[config.mk]
export PLATFORM = sky130hd
export DESIGN_NAME = aoi_pipe
export DESIGN_NICKNAME = d
export VERILOG_FILES = /design/src/rtl/aoi_pkg.sv /design/src/rtl/aoi_stage.sv /design/src/rtl/aoi_pipe.sv
export SDC_FILE = /design/constraint.sdc
export NUM_CORES = 1
export LEC_CHECK = 0
export BUFFER_PORTS_ARGS = -buffer_cell sky130_fd_sc_hd__buf_4
export CAP_MARGIN = 40
export CORE_MARGIN = 2
export CORE_UTILIZATION = 44
export CTS_BUF_LIST = sky130_fd_sc_hd__clkbuf_16
export DETAILED_ROUTE_END_ITERATION = 8
export PLACE_DENSITY_LB_ADDON = 0.15
export SKIP_CTS_REPAIR_TIMING = 1
export SLEW_MARGIN = 20
export SYNTH_ARGS = -nofsm -noshare
export SYNTH_HDL_FRONTEND = slang
export SYNTH_SLANG_ARGS = --single-unit
export TNS_END_PERCENT = 100
[constraint.sdc]
create_clock -name clk -period 1.3 [get_ports clk]
set_clock_uncertainty 0.05 [all_clocks]
set_input_delay 0 -clock clk [delete_from_list [all_inputs] [get_ports clk]]
set_output_delay 0 -clock clk [all_outputs]
set_load 0.01 [all_outputs]
[src/rtl/aoi_pkg.sv]
// Purpose: shared defaults and the AND-OR-INVERT evaluation function for aoi_pipe.
// Latency: n/a (types, constants and a combinational helper only).
// Backpressure: n/a.
package aoi_pkg;

    localparam int AOI_GROUPS_DEF = 2;
    localparam int AOI_TERMS_DEF  = 2;
    localparam int AOI_STAGES_DEF = 2;
    localparam int AOI_INVERT_DEF = 1;
    localparam int AOI_CNT_W_DEF  = 8;

    // Upper bounds for the generic evaluator; callers zero-extend into these.
    localparam int AOI_MAX_G  = 16;
    localparam int AOI_MAX_T  = 16;
    localparam int AOI_MAX_IN = AOI_MAX_G * AOI_MAX_T;

    // Returns {res, grp} packed from bit 0 upward: bits [groups-1:0] are the
    // per-group ANDs, bit [groups] is the (optionally inverted) OR.
    // Group g occupies data[g*terms +: terms].
    function automatic logic [AOI_MAX_G:0] aoi_eval(
        input logic [AOI_MAX_IN-1:0] data,
        input int                    groups,
        input int                    terms,
        input logic                  invert
    );
        logic [AOI_MAX_G:0] r;
        logic               any_hit;
        logic               term_and;
        r       = '0;
        any_hit = 1'b0;
        for (int g = 0; g < AOI_MAX_G; g++) begin
            if (g < groups) begin
                term_and = 1'b1;
                for (int t = 0; t < AOI_MAX_T; t++) begin
                    if (t < terms) begin
                        term_and = term_and & data[g*terms + t];
                    end
                end
                r[g]    = term_and;
                any_hit = any_hit | term_and;
            end
        end
        r[groups] = any_hit ^ invert;
        return r;
    endfunction

endpackage

[src/rtl/aoi_stage.sv]
// Purpose: one elastic valid/ready register slice with a parametrised payload.
// Latency: 1 cycle.
// Backpressure: in_ready_o = !valid | out_ready_i, combinational backward; full throughput.
// Ports: clk, rst_n; upstream in_valid_i/in_ready_o/in_data_i;
//        downstream out_valid_o/out_ready_i/out_data_o.
module aoi_stage #(
    parameter int W = 3
) (
    input  logic         clk,
    input  logic         rst_n,
    input  logic         in_valid_i,
    output logic         in_ready_o,
    input  logic [W-1:0] in_data_i,
    output logic         out_valid_o,
    input  logic         out_ready_i,
    output logic [W-1:0] out_data_o
);

    logic         valid_q, valid_d;
    logic [W-1:0] data_q, data_d;
    logic         load;

    // Room exists when empty or when the current beat leaves this cycle.
    assign in_ready_o = !valid_q | out_ready_i;
    assign load       = in_valid_i & in_ready_o;

    always_comb begin
        valid_d = valid_q;
        data_d  = data_q;
        if (in_ready_o) begin
            valid_d = in_valid_i;
        end
        if (load) begin
            data_d = in_data_i;
        end
    end

    always_ff @(posedge clk or negedge rst_n) begin
        if (!rst_n) begin
            valid_q <= 1'b0;
            data_q  <= '0;
        end else begin
            valid_q <= valid_d;
            data_q  <= data_d;
        end
    end

    assign out_valid_o = valid_q;
    assign out_data_o  = data_q;

endmodule

[src/rtl/aoi_pipe.sv]
// Purpose: registered AND-OR-INVERT evaluator carried through STAGES elastic slices, with saturating hit counter.
// Latency: STAGES cycles from input acceptance to out_valid.
// Backpressure: ready ripples combinationally back from out_ready; holds up to STAGES beats, 1 beat/cycle.
// Ports: clk, rst_n; in_valid/in_ready/in_data (group g at [g*TERMS +: TERMS]);
//        out_valid/out_ready/out_data/out_groups; clr_count, hit_count.
module aoi_pipe
    import aoi_pkg::*;
#(
    parameter int GROUPS = AOI_GROUPS_DEF,
    parameter int TERMS  = AOI_TERMS_DEF,
    parameter int STAGES = AOI_STAGES_DEF,
    parameter int INVERT = AOI_INVERT_DEF,
    parameter int CNT_W  = AOI_CNT_W_DEF
) (
    input  logic                    clk,
    input  logic                    rst_n,
    input  logic                    in_valid,
    output logic                    in_ready,
    input  logic [GROUPS*TERMS-1:0] in_data,
    output logic                    out_valid,
    input  logic                    out_ready,
    output logic                    out_data,
    output logic [GROUPS-1:0]       out_groups,
    input  logic                    clr_count,
    output logic [CNT_W-1:0]        hit_count
);

    // Payload layout: {res, grp[GROUPS-1:0]}.
    localparam int PW = GROUPS + 1;
    localparam logic [CNT_W-1:0] CNT_MAX = '1;

    logic [PW-1:0] payload;
    logic [PW-1:0] dat [0:STAGES];
    logic [STAGES:0] vld;
    logic [STAGES:0] rdy;

    // Evaluate at capture so every slice carries the finished result.
    assign payload = PW'(aoi_eval(AOI_MAX_IN'(in_data), GROUPS, TERMS, INVERT != 0));

    assign vld[0]      = in_valid;
    assign dat[0]      = payload;
    assign in_ready    = rdy[0];
    assign rdy[STAGES] = out_ready;

    for (genvar s = 0; s < STAGES; s++) begin : g_stage
        aoi_stage #(.W(PW)) u_stage (
            .clk         (clk),
            .rst_n       (rst_n),
            .in_valid_i  (vld[s]),
            .in_ready_o  (rdy[s]),
            .in_data_i   (dat[s]),
            .out_valid_o (vld[s+1]),
            .out_ready_i (rdy[s+1]),
            .out_data_o  (dat[s+1])
        );
    end

    assign out_valid  = vld[STAGES];
    assign out_data   = dat[STAGES][GROUPS];
    assign out_groups = dat[STAGES][GROUPS-1:0];

    logic [CNT_W-1:0] hit_q, hit_d;

    // Clear wins over a same-cycle hit; the count sticks at all-ones.
    always_comb begin
        hit_d = hit_q;
        if (clr_count) begin
            hit_d = '0;
        end else if (out_valid && out_ready && out_data && (hit_q != CNT_MAX)) begin
            hit_d = hit_q + 1'b1;
        end
    end

    always_ff @(posedge clk or negedge rst_n) begin
        if (!rst_n) begin
            hit_q <= '0;
        end else begin
            hit_q <= hit_d;
        end
    end

    assign hit_count = hit_q;

endmodule

==> reports/qor.csv <==
metric,value,unit
global routing usage on met2,0.3099,
cell row count,15,
slew margin rel.,0.8340,
final hold slack,-0.03536,ns
Post-synth top flop,dfrtp_1,
Routed Antenna Nets,0,
min setup slack post-route,-0.1646,ns
first-pass GRT wire length,2849,um
Initial Util,0.4562,
Synth cell types,26,
Async SR Flop Fraction,1.000,
complex-gate fraction of the synthesized area,0.09195,
Mapped Cells,75,
Post-DP HPWL,1329,um
clock period minus worst slack,1.465,ns
failing checks,"negative hold slack, negative setup slack",
leading cell types by count after synthesis,"16 x dfrtp_1, 9 x nand2_1, 6 x nor2_1",
HP Start,in_data[1],
final RePlAce weighted congestion,0.7450,
sequential element share of the synthesized area,0.5255,
clock latency at the later pin of the worst-skew pair,0.24,ns
die width,45.62,um
1st-pass router iterations,3,
hold-critical path depth,3,
# diodes,0,
WP data required,1.42,ns
I/O pins,22,
RSZ-0062 raised after global routing,true,
initial antenna violation count,0,
"worst slack, placed",-0.1406,ns
Worst Max-Slew Pin Slew,0.2474,ns
Max Buffers Root-to-Sink,2,
largest family of logic cells by synthesized area,simple AND/OR/NAND/NOR gates,
pwr dens,1156,mW/mm^2
crit path kind,reg -> reg,
GRT busiest layer,met2,
reg-to-reg startpoint,g_stage[1].u_stage.out_valid_o,
Max Freq,682.8,MHz
synthesized area,762.0,sq um
reg2reg path depth,4,
Worst-path clk slew,0.05,ns
reg-to-reg endpoint,hit_count[5],
Max Cap Viol,0,
vias per cell,5.416,
Leak,0.5952,nW
Remaining DRCs,0,
Slew Limit Fails,0,
Yosys warnings,0,
Crit. End Element,flop,
top cell type by total area after synthesis,dfrtp_1,
mux share of post-synthesis cell area,0.07061,
routing usage on met1,0.2335,
die footprint,0.002081,sq mm
Synthesized Nets,85,
fin crit share,1.127,
Setup crit start kind,flop,
core area,0.001670,sq mm
GR Util met3,0.05556,
Final Util,0.7431,
area added between synthesis and finish,62.89,%
Hold EP,g_stage[0].u_stage.out_data_o[0],
Synth Area in Simple Gates,0.2479,
maximum vdd drop,0.0009575,V
vias in the first global route,664,
initial drt markers,5,
adder-cell share of the synthesized area,0.01642,
Chip Height,45.62,um
layout cells sized above 1,0.5083,
most common cell in the synthesized netlist,dfrtp_1,
largest net degree at the start of global routing,17,
GRT overflow,0,
final wirelength,1928,um
DP Area,0.001070,sq mm
CP arrival,1.59,ns
Seq cells post-synth,16,
crit-path max FO,3,
count of input and output buffers,21,
routed len/inst,14.07,um
Synth area leaders,"dfrtp_1 53%, nand2_1 4.4%, mux2_2 4.4%",
reg2reg setup slack,-0.16,ns
Root Buffer,clkbuf_16,
Setup Viol. Count Final,9,
Layout Nets,131,
outcome,finished with violations,
post-synthesis xor/xnor area fraction,0.02299,
vias,742,
TritonCTS clock tree,done,
Hold Crit Class,in -> reg,
GRT Util Overall,0.1998,
fin area,0.001241,sq mm
CTS sink cnt,16,
Syn Area/Cell,10.16,sq um
"EDFF count, synth",0,
Fin. Hold Viols,2,
top-area cell type share of the netlist area,0.5255,
H-tree depth,1,
Tot Pwr,0.001435,W
CTS Buf Count,3,
-- where the power goes --
group          internal [W]  switching, W  leakage (nW)
combinational      0.000155      0.000112         0.350
sequential         0.000542     0.0000300         0.207
clock              0.000408      0.000188        0.0385
-- through the flow --
| step | setup TNS [ns] | instances | hold slack [ns] |
|---|---|---|---|
| final | -0.6998 | 137 | -0.03536 |
| after global routing | -1.431 | 137 | 0.004570 |
| after CTS | -0.5524 | 132 | -0.4389 |
| after detailed placement | -0.4187 | 128 | -0.1783 |
| after global placement | -0.3321 | 128 | -0.1832 |
| after floorplan | -0.4428 | 75 | -0.3456 |
-- worst max-delay path, cell delays in order (launching register included) --
cell and delay, ns:
dfrtp_2 0.38, nand3_2 0.08, or2_1 0.26, or4_4 0.49, a21oi_2 0.13
-- worst max path at each step --
| stage | start | endpoint | slack, ns |
|---|---|---|---|
| floorplan | hit_count[0] | hit_count[5] | -0.18 |
| global placement | hit_count[0] | hit_count[5] | -0.11 |
| finish | g_stage[1].u_stage.out_valid_o | hit_count[5] | -0.16 |
| global route | g_stage[1].u_stage.out_valid_o | hit_count[5] | -0.21 |
| detailed placement | hit_count[1] | hit_count[5] | -0.14 |
| CTS | hit_count[1] | hit_count[5] | -0.16 |
-- routing by layer --
metal / share of wire / up-vias
li1: - / 360
met1: 0.40 / 355
met2: 0.53 / 21
met3: 0.042 / 6
met4: 0.031 / 0
met5: 0 / -
-- layout make-up --
type	instances	area, sq um
Timing Repair Buffer	44	337.8
Fill cell	109	429.2
Multi-Input combinational cell	56	400.4
Clock inverter	1	3.754
Sequential cell	16	402.9
Clock buffer	3	75.07
Tap cell	17	21.27
-- registers in the layout (all words and copies together), names as in the netlist --
| name | count |
|---|---|
| hit_count | 8 |
| g_stage.u_stage.out_data_o | 6 |
| g_stage.u_stage.out_valid_o | 2 |
-- logic make-up after synthesis --
group           after synthesis
buf+inv                       3
mux                           5
simple gates                 36
flops                        16
compound gates               12
fa+ha+maj                     1
xor+xnor                      2
-- cell usage in the layout (no fill, tap or decap), types with 2 or more instances in the layout --
cell	netlist	final
buf_4	2	41
dlygate4sd3_1	0	3
nor3_2	0	2
o21ai_1	0	2
nand2_1	9	7
dfrtp_1	16	14
o21ai_0	4	2
mux2_4	0	3
a21oi_1	4	2
nor2_1	6	6
and4_1	2	2
and3_1	2	2
nand3_1	4	3
mux2i_1	2	2
nand4_1	2	2
nand2_2	0	2
dfrtp_2	0	2
clkbuf_16	0	3
a211oi_2	0	2
nand2b_1	3	3
a21oi_2	0	2
Note: power is estimated with default switching activity, not from simulation.
